## config.mk

```make
export PLATFORM = sky130hd
export DESIGN_NAME = synch_fifo_param
export DESIGN_NICKNAME = d
export VERILOG_FILES = /design/src/rtl/synch_fifo_pkg.sv /design/src/rtl/synch_fifo_mem.sv /design/src/rtl/synch_fifo_param.sv
export SDC_FILE = /design/constraint.sdc
export NUM_CORES = 1
export LEC_CHECK = 0
export ABC_AREA = 1
export ABC_CLOCK_PERIOD_IN_PS = 3650
export BUFFER_PORTS_ARGS = -buffer_cell sky130_fd_sc_hd__clkbuf_2
export CORE_MARGIN = 2
export CORE_UTILIZATION = 40
export DETAILED_ROUTE_END_ITERATION = 10
export HOLD_SLACK_MARGIN = 0.02
export PLACE_DENSITY = 0.67
export SLEW_MARGIN = 20
export SYNTH_ARGS = -nofsm -noshare
export SYNTH_HDL_FRONTEND = slang
export SYNTH_SLANG_ARGS = --single-unit
export TNS_END_PERCENT = 10
```

## constraint.sdc

```tcl
create_clock -name clk -period 3.65 [get_ports clk]
set_input_delay 0.365 -clock clk [delete_from_list [all_inputs] [get_ports clk]]
set_output_delay 0.365 -clock clk [all_outputs]
set_load 0.02 [all_outputs]
```

## src/rtl/synch_fifo_pkg.sv

```systemverilog
// synch_fifo_param shared definitions.
// Sizing helpers and read-mode selectors.
package synch_fifo_pkg;

  localparam int FIFO_STD  = 0;
  localparam int FIFO_FWFT = 1;

  function automatic int clog2(input int v);
    int r;
    r = 0;
    for (int i = 0; i < 31; i++) begin
      if ((1 << i) < v) r = i + 1;
    end
    return r;
  endfunction

  // Counter must hold 0..DEPTH inclusive
  function automatic int cnt_w(input int depth);
    return clog2(depth + 1);
  endfunction

  function automatic int ptr_w(input int depth);
    return (clog2(depth) < 1) ? 1 : clog2(depth);
  endfunction

endpackage

```

## src/rtl/synch_fifo_mem.sv

```systemverilog
// synch_fifo_param storage array.
// One sync write port, one async read port.
module synch_fifo_mem #(
  parameter int WIDTH = 16,
  parameter int DEPTH = 8,
  parameter int PTR_W = 3
) (
  input  logic             clk,
  input  logic             i_wr_en,
  input  logic [PTR_W-1:0] i_wr_addr,
  input  logic [WIDTH-1:0] i_wr_data,
  input  logic [PTR_W-1:0] i_rd_addr,
  output logic [WIDTH-1:0] o_rd_data
);

  logic [WIDTH-1:0] r_mem [DEPTH];

  // Store the accepted word; contents survive reset
  always_ff @(posedge clk) begin
    if (i_wr_en) r_mem[i_wr_addr] <= i_wr_data;
  end

  assign o_rd_data = r_mem[i_rd_addr];

endmodule

```

## src/rtl/synch_fifo_param.sv

```systemverilog
// synch_fifo_param: parametrised single-clock FIFO.
// Std/FWFT read, thresholds, sticky errors, flush.
module synch_fifo_param
  import synch_fifo_pkg::*;
#(
  parameter int WIDTH    = 16,
  parameter int DEPTH    = 8,
  parameter int FWFT     = FIFO_STD,
  parameter int AF_LEVEL = DEPTH - 2,
  parameter int AE_LEVEL = 2,
  parameter int CNT_W    = cnt_w(DEPTH)
) (
  input  logic             clk,
  input  logic             reset,
  input  logic             flush,
  input  logic             wr_en0,
  input  logic [WIDTH-1:0] write_data,
  input  logic             rd_en0,
  output logic [WIDTH-1:0] read_data,
  output logic             rd_valid,
  output logic             full,
  output logic             empty,
  output logic             full_nxt,
  output logic             empty_nxt,
  output logic             almost_full,
  output logic             almost_empty,
  output logic [CNT_W-1:0] room_avail,
  output logic [CNT_W-1:0] data_avail,
  output logic             overflow,
  output logic             underflow
);

  localparam int PW = ptr_w(DEPTH);
  localparam logic [PW-1:0] LAST = PW'(DEPTH - 1);
  localparam logic [CNT_W-1:0] FULLC = CNT_W'(DEPTH);

  logic [PW-1:0]    r_wr_ptr;
  logic [PW-1:0]    r_rd_ptr;
  logic [PW-1:0]    w_wr_ptr_nxt;
  logic [PW-1:0]    w_rd_ptr_nxt;
  logic [CNT_W-1:0] r_cnt;
  logic [CNT_W-1:0] r_room;
  logic [CNT_W-1:0] w_cnt_nxt;
  logic             r_full;
  logic             r_empty;
  logic             r_afull;
  logic             r_aempty;
  logic             r_ovf;
  logic             r_unf;
  logic             w_clr;
  logic             w_wr_acc;
  logic             w_rd_acc;
  logic             w_mem_we;
  logic             w_af_nxt;
  logic             w_ae_nxt;
  logic [WIDTH-1:0] w_mem_rd;

  function automatic logic [PW-1:0] inc(
    input logic [PW-1:0] p
  );
    return (p == LAST) ? '0 : p + PW'(1);
  endfunction

  assign w_clr    = reset | flush;
  assign w_wr_acc = wr_en0 & ~r_full;
  assign w_rd_acc = rd_en0 & ~r_empty;
  // A clearing cycle drops any in-flight write
  assign w_mem_we = w_wr_acc & ~w_clr;

  synch_fifo_mem #(
    .WIDTH (WIDTH),
    .DEPTH (DEPTH),
    .PTR_W (PW)
  ) u_mem (
    .clk       (clk),
    .i_wr_en   (w_mem_we),
    .i_wr_addr (r_wr_ptr),
    .i_wr_data (write_data),
    .i_rd_addr (r_rd_ptr),
    .o_rd_data (w_mem_rd)
  );

  // Next-state occupancy and pointers
  always_comb begin
    w_cnt_nxt    = r_cnt;
    w_wr_ptr_nxt = r_wr_ptr;
    w_rd_ptr_nxt = r_rd_ptr;
    if (w_clr) begin
      w_cnt_nxt    = '0;
      w_wr_ptr_nxt = '0;
      w_rd_ptr_nxt = '0;
    end else begin
      if (w_wr_acc) w_wr_ptr_nxt = inc(r_wr_ptr);
      if (w_rd_acc) w_rd_ptr_nxt = inc(r_rd_ptr);
      case ({w_wr_acc, w_rd_acc})
        2'b10:   w_cnt_nxt = r_cnt + CNT_W'(1);
        2'b01:   w_cnt_nxt = r_cnt - CNT_W'(1);
        default: w_cnt_nxt = r_cnt;
      endcase
    end
  end

  assign full_nxt  = (w_cnt_nxt == FULLC);
  assign empty_nxt = (w_cnt_nxt == '0);
  assign w_af_nxt  = int'(w_cnt_nxt) >= AF_LEVEL;
  assign w_ae_nxt  = int'(w_cnt_nxt) <= AE_LEVEL;

  // Pointers, counters and flags
  always_ff @(posedge clk) begin
    if (reset) begin
      r_wr_ptr <= '0;
      r_rd_ptr <= '0;
      r_cnt    <= '0;
      r_room   <= FULLC;
      r_full   <= 1'b0;
      r_empty  <= 1'b1;
      r_afull  <= 1'b0;
      r_aempty <= 1'b1;
      r_ovf    <= 1'b0;
      r_unf    <= 1'b0;
    end else begin
      r_wr_ptr <= w_wr_ptr_nxt;
      r_rd_ptr <= w_rd_ptr_nxt;
      r_cnt    <= w_cnt_nxt;
      r_room   <= FULLC - w_cnt_nxt;
      r_full   <= full_nxt;
      r_empty  <= empty_nxt;
      r_afull  <= w_af_nxt;
      r_aempty <= w_ae_nxt;
      if (flush) begin
        r_ovf <= 1'b0;
        r_unf <= 1'b0;
      end else begin
        if (wr_en0 & r_full)  r_ovf <= 1'b1;
        if (rd_en0 & r_empty) r_unf <= 1'b1;
      end
    end
  end

  assign full         = r_full;
  assign empty        = r_empty;
  assign almost_full  = r_afull;
  assign almost_empty = r_aempty;
  assign data_avail   = r_cnt;
  assign room_avail   = r_room;
  assign overflow     = r_ovf;
  assign underflow    = r_unf;

  if (FWFT == FIFO_FWFT) begin : g_fwft
    assign read_data = r_empty ? '0 : w_mem_rd;
    assign rd_valid  = ~r_empty;
  end else begin : g_std
    logic [WIDTH-1:0] r_rd_data;
    logic             r_rd_valid;

    // Registered pop word; valid pulses one cycle
    always_ff @(posedge clk) begin
      if (reset) begin
        r_rd_data  <= '0;
        r_rd_valid <= 1'b0;
      end else if (flush) begin
        r_rd_valid <= 1'b0;
      end else begin
        r_rd_valid <= w_rd_acc;
        if (w_rd_acc) r_rd_data <= w_mem_rd;
      end
    end

    assign read_data = r_rd_data;
    assign rd_valid  = r_rd_valid;
  end

endmodule

```

# After elaboration in Yosys (flattened, before gate mapping)
# Memories as Yosys holds them, arrays and structs flattened. A register that Yosys moved wholly into a read port is not among the register bits.
# Index checks and enable logic that the tools add are counted.
[totals]
memories = 1
out_inout_bits = 33
reg_bits = 21
word_cells = 44
ram_bits = 128
inputBits = 21
[classes]
eq_ne = 5
bitwise_logic = 10
n_mux = 6
magnitude_cmp = 2
reduce_logical = 4
add_sub_neg = 5
[mem_list]
columns = ["name", "depth", "word_bits", "read_ports", "rd_ports_with_merged_regs", "wr", "line_no", "source"]
rows = [
  ["u_mem.r_mem", 8, 16, 1, 1, 1, "synch_fifo_mem.sv:16", "logic [WIDTH-1:0] r_mem [DEPTH];"],
]
[ops]
columns = ["cell", "n"]
rows = [
  ["case mux 4 bit (2 select lines)", 1],
  ["adder 3 x 1 -> 3 bit (second input constant)", 2],
  ["== test 3 bit (second input constant)", 2],
  ["two-way mux 3 bit", 2],
  ["bitwise AND 1 bit", 5],
  ["adder 4 x 1 -> 4 bit (second input constant)", 1],
  ["== test 4 bit (second input constant)", 1],
  [">= comparator 4 x 3 -> 1 bit (second input constant)", 1],
  ["<= comparator 4 x 2 -> 1 bit (second input constant)", 1],
  ["logical NOT 4 bit", 1],
  ["two-way mux 4 bit", 1],
  ["inverter 1 bit", 4],
  ["OR reduction 2 bit", 2],
  ["subtractor 4 x 1 -> 4 bit (second input constant)", 1],
  ["subtractor 4 bit (first input constant)", 1],
  ["== test 2 x 1 -> 1 bit (second input constant)", 1],
  ["== test 2 bit (second input constant)", 1],
  ["two-way mux 1 bit", 2],
  ["AND reduction 2 bit", 1],
  ["OR 1 bit", 1],
]

# Logic depth before layout (Yosys ltp)
[depth]
ltp_word = 6
depth_mapped = 17
depth_no_buf = 17

# Modules after synthesis
# From an unflattened synthesis, not the netlist that was laid out.
[hier_totals]
hier_cells = 767
area_unflattened_um2 = 7230.7
[modules_own_cells]
columns = ["module", "seq_area_each_um2", "area_per_inst_um2", "n_inst", "cells_each"]
rows = [
  ["synch_fifo_mem", 3843.7, 5669.2, 1, 571],
  ["synch_fifo_param", 720.7, 1561.5, 1, 196],
]

# Worst setup path after synthesis
# OpenSTA, ideal clock, no wires.
[synth_path]
kind = "flip-flop to output port"
start = "register r_full, in the netlist full"
end = "output port full_nxt"
path_stages_with_launch = 12
t_required_ns = 3.285
setup_slack_ns = 1.124
t_arrival_ns = 2.161
path_buffers = 0
path_cell_list = "dfxtp_1 nor2_1 inv_1 ha_1 nand2_1 inv_1 nor2_2 ha_1 o211ai_2 ha_1 nand2_2 nor2_1"
[synth_via]
elab_chain_len = 6
elab_cells_between_ends = 7
cone_classes = "eq/ne: 3; mux: 2; bitwise: 2"
[synth_rtl]
columns = ["element", "line_no", "source"]
rows = [
  ["start: declaration", "synch_fifo_param.sv:44", "logic r_full;"],
  ["start signal: assignment", "synch_fifo_param.sv:126", "r_full <= full_nxt;"],
  ["inverter 1 bit *", "synch_fifo_param.sv:65", "assign w_wr_acc = wr_en0 & ~r_full;"],
  ["bitwise AND 1 bit *", "synch_fifo_param.sv:65", ""],
  ["== test 2 x 1 -> 1 bit or == test 2 bit (tied branches)", "synch_fifo_param.sv:95", "case ({w_wr_acc, w_rd_acc})"],
  ["case mux 4 bit (2 select lines) *", "synch_fifo_param.sv:95", ""],
  ["two-way mux 4 bit *", "synch_fifo_param.sv:88", "if (w_clr) begin"],
  ["== test 4 bit *", "synch_fifo_param.sv:103", "assign full_nxt = (w_cnt_nxt == FULLC);"],
  ["end: declaration", "synch_fifo_param.sv:23", "output logic full_nxt,"],
]
# Mark *: on every way between the ends. The rest lies on a longest branch, timed or not.

# Worst setup path in the final report
[layout_path]
start = "register r_full, in the netlist full"
end = "output port empty_nxt"
[layout_via]
elab_chain_len = 6
elab_cells_between_ends = 7
cone_classes = "eq/ne: 2; mux: 2; bitwise: 2; reduce/logical: 1"
[layout_rtl]
columns = ["element", "line_no", "source"]
rows = [
  ["inverter 1 bit *", "synch_fifo_param.sv:65", ""],
  ["bitwise AND 1 bit *", "synch_fifo_param.sv:65", ""],
  ["== test 2 x 1 -> 1 bit or == test 2 bit (tied branches)", "synch_fifo_param.sv:95", ""],
  ["case mux 4 bit (2 select lines) *", "synch_fifo_param.sv:95", ""],
  ["two-way mux 4 bit *", "synch_fifo_param.sv:88", ""],
  ["logical NOT 4 bit *", "synch_fifo_param.sv:104", "assign empty_nxt = (w_cnt_nxt == '0);"],
  ["end: declaration", "synch_fifo_param.sv:24", "output logic empty_nxt,"],
]
# Marked as above.

==> impl_metrics.csv <==
group,metric,value,unit
run_status,status,"finished clean",
routing,viasPerCell,5.13,
synthesis,synth_cells,558,
timing,fin_ws,0.592,ns
timing,post-route-period-util,83.8,%
synthesis,synth_edf_count,128,
pwr,combPwrFrac,5.5,%
worst_setup_path,critical_path_class,"flop to primary output",
synthesis,synth_xor_area_share,0.133,%
placed_design,pre_cts_ws,0.908,ns
final_layout,final_cells,847,
worst_setup_path,worstSetupStartpointType,"flop",
clocking,postCtsHoldBufs,0,
routing,route.vias.total,4343,
timing,skew,0.00811,ns
job,cap_viol_max_count,0,
global_route,grt_use_met1,21.6,%
timing,setup_tns,0,ns
floorplan,ioPinCount,54,
synthesis,synthArstFlopShare,0,%
worst_setup_path,cp_max_fo,8,
clocking,ctsResizeCount,0,
timing,rsz0062_at_grt,"no",
placed_design,dp_hpwl,8700,um
timing,period_needed,3.06,ns
worst_setup_path,cp_slowest_cell,"dfxtp_1",
pwr,vdd_drop_max,0.346,mV
pwr,swShare,21.9,%
floorplan,die_x,132,um
synthesis,ys_types,28,
synthesis,synth_top_family_by_area,"simple AND/OR/NAND/NOR gates",
synthesis,syn-cell-area,0.00658,sq mm
synthesis,synth_nets,588,
synthesis,synthAdderAreaFrac,1.71,%
worst_setup_path,critPathMaxStageDelay,0.35,ns
global_route,met2_usage,30.0,%
routing,post_drt_wl_per_cell,17.2,um
synthesis,yosysTopAreaCell,"edfxtp_1",
pwr,switching_power,0.000893,W
clocking,clk_pin_slew,0.06,ns
synthesis,avgSynthCellArea,11.8,sq um
final_layout,fin_util,47.9,%
routing,wirelength,14500,um
timing,finalHoldViolations,0,
worst_setup_path,crit_family,"adder cells",
synthesis,ys_ff_latch,164,
worst_setup_path,crit_chain,"nor2_1, inv_1, ha_1, nand2_1, inv_1, nor2_2, ha_1, o211ai_2, ha_1, nand2_2, inv_2, nand2_1, inv_1, clkbuf_2",
clocking,tritoncts,"done",
routing,drtAntennaViolNets,0,
floorplan,start_util,41.1,%
synthesis,muxShareOfSynthArea,0,%
timing,setup_viol,0,
synthesis,netlist_top_cells_count,"edfxtp_1 (128), nor2_1 (112), o21ai_0 (56)",
routing,first_pass_iters,4,
min_path,hp-class,"input pin to flop",
synthesis,seq_area_frac_synth,69.3,%
final_layout,nets,648,
synthesis,synth_area_leaders,"edfxtp_1 (58%), dfxtp_1 (11%), nor2_1 (6.4%)",
final_layout,antenna_cells,0,
placed_design,dpl.cell_count,815,
pwr,pwr-share-clk,44.2,%
worst_setup_path,crit_path_end_kind,"primary output",
clocking,clock_latency,0.42,ns
timing,drv_slew,0,
floorplan,coreArea,0.0160,sq mm
synthesis,synth_top_area_share,58.4,%
floorplan,rows,46,
global_route,gr-max-usage-layer,"met2",
pwr,p_leak,2.82,nW
floorplan,die-area,0.0175,sq mm
timing,worst_pin_slew,0.775,ns
pwr,p_int,0.00319,W
global_route,antenna_found_initial,0,
final_layout,drive_gt1_share,19.5,%
global_route,grt_pass1_wl,23200,um
clocking,cts_buffer_depth,2,
worst_setup_path,cp.arrival,2.69,ns
synthesis,ys.flop_type,"edfxtp_1",
worst_setup_path,worst_ep_required_time,3.28,ns
timing,timing.fmax,0.327,GHz
clocking,cts_max_level,4,
routing,route.detailed.drc,0,
pwr,p_per_area,532,mW/mm^2
synthesis,ys_warn_count,0,
final_layout,area_growth_syn_to_layout,16.5,%
timing,slew_headroom,48.4,%
global_route,grt_usage,17.4,%
placed_design,gp_congestion,0.808,
clocking,cts_sinks,164,
synthesis,synth.most_common_cell,"edfxtp_1",
floorplan,die_y,132,um
clocking,root_buffer,"clkbuf_16",
global_route,grtUsageMet3,4.00,%
clocking,numCtsBuffers,17,
placed_design,io_buffers,53,
synthesis,synth_simple_gate_area_share,12.0,%
worst_setup_path,path_buf_inv,5,
routing,drt-initial-drc-count,330,
synthesis,synth-compound-area-share,11.5,%
pwr,power_frac_seq,50.3,%
clocking,cts_setup_buffers,0,
global_route,globalRouteOverflowTotal,0,
global_route,grt_pass1_vias,4394,
global_route,grt_start_max_net_pins,66,
area by class of cell:
type / instances / area (sq um)
clock buffer: 18 / 429
clock inverter: 14 / 173
fill: 1462 / 8330
inverter: 36 / 135
multi-input combinational: 329 / 1680
sequential: 164 / 4570
tap: 216 / 270
timing repair buffer: 70 / 418
kinds of logic (layout without fill, tap and decap cells):
logic type               count (synthesis)  in the layout
AND/OR/NAND/NOR                        187            187
XOR/XNOR                                 1              1
adder cells (fa/ha/maj)                  9              9
AO/OA/AOI/OAI                          132            132
flip-flops                             164            164
buffers and inverters                   65            138
through the flow:
stage	cell area (sq um)	hold slack [ns]	power, W
after floorplan	6580	0.464	0.00224
after global placement	7070	0.454	0.00231
after detailed placement	7070	0.457	0.00232
after CTS	7670	0.203	0.00412
after global routing	7670	0.209	0.00422
final	7670	0.216	0.00408
worst paths after layout:
| check | startpoint | cells after the start | endpoint | slack [ns] |
|---|---|---|---|---|
| worst max register to register | full$_SDFF_PP0_ | 12 | almost_full$_SDFF_PP0_ | 1.37 |
| worst max-delay path | full$_SDFF_PP0_ | 14 | empty_nxt | 0.59 |
| worst min-delay path | write_data[15] | 1 | u_mem.r_mem[0][15]$_DFFE_PP_ | 0.22 |
| worst min register to register | read_data[7]$_SDFFE_PP0P_ | 2 | read_data[7]$_SDFFE_PP0P_ | 0.47 |
state kept, by name, indices dropped and copies added (netlist names):
signal / count
underflow: 1
almost_empty: 1
full: 1
room_avail: 3
rd_valid: 1
r_rd_ptr: 3
almost_full: 1
empty: 1
read_data: 16
overflow: 1
data_avail: 4
r_wr_ptr: 3
u_mem.r_mem: 128
power by group through the flow:
| stage | Clock, W | Combinational [W] | Sequential, W |
|---|---|---|---|
| floorplan | 0 | 0.000125 | 0.00211 |
| global placement | 0 | 0.000216 | 0.00209 |
| detailed placement | 0 | 0.000223 | 0.00209 |
| CTS | 0.00184 | 0.000225 | 0.00205 |
| global route | 0.00191 | 0.000248 | 0.00206 |
| finish | 0.00181 | 0.000223 | 0.00205 |
placed cells by master, fill, tap and decap left out, drive strengths merged:
master / synthesis / routed
edfxtp: 128 / 128
xor2: 1 / 1
bufinv: 0 / 3
o21ai: 74 / 74
or2: 2 / 2
clkbuf: 5 / 71
inv: 36 / 41
ha: 9 / 9
nand3: 23 / 23
nor3: 2 / 2
nor2: 117 / 117
a211oi: 1 / 1
nand2: 43 / 43
a22oi: 1 / 1
o211ai: 33 / 33
dfxtp: 36 / 36
clkinvlp: 0 / 2
buf: 24 / 17
clkinv: 0 / 4
a21oi: 23 / 23
per-layer routing:
metal | up-vias | wire (um)
li1 | 2085 | -
met1 | 2144 | 6440
met2 | 101 | 7270
met3 | 13 | 652
met4 | 0 | 169
met5 | - | 0
Power figures use the tool's default switching activity.
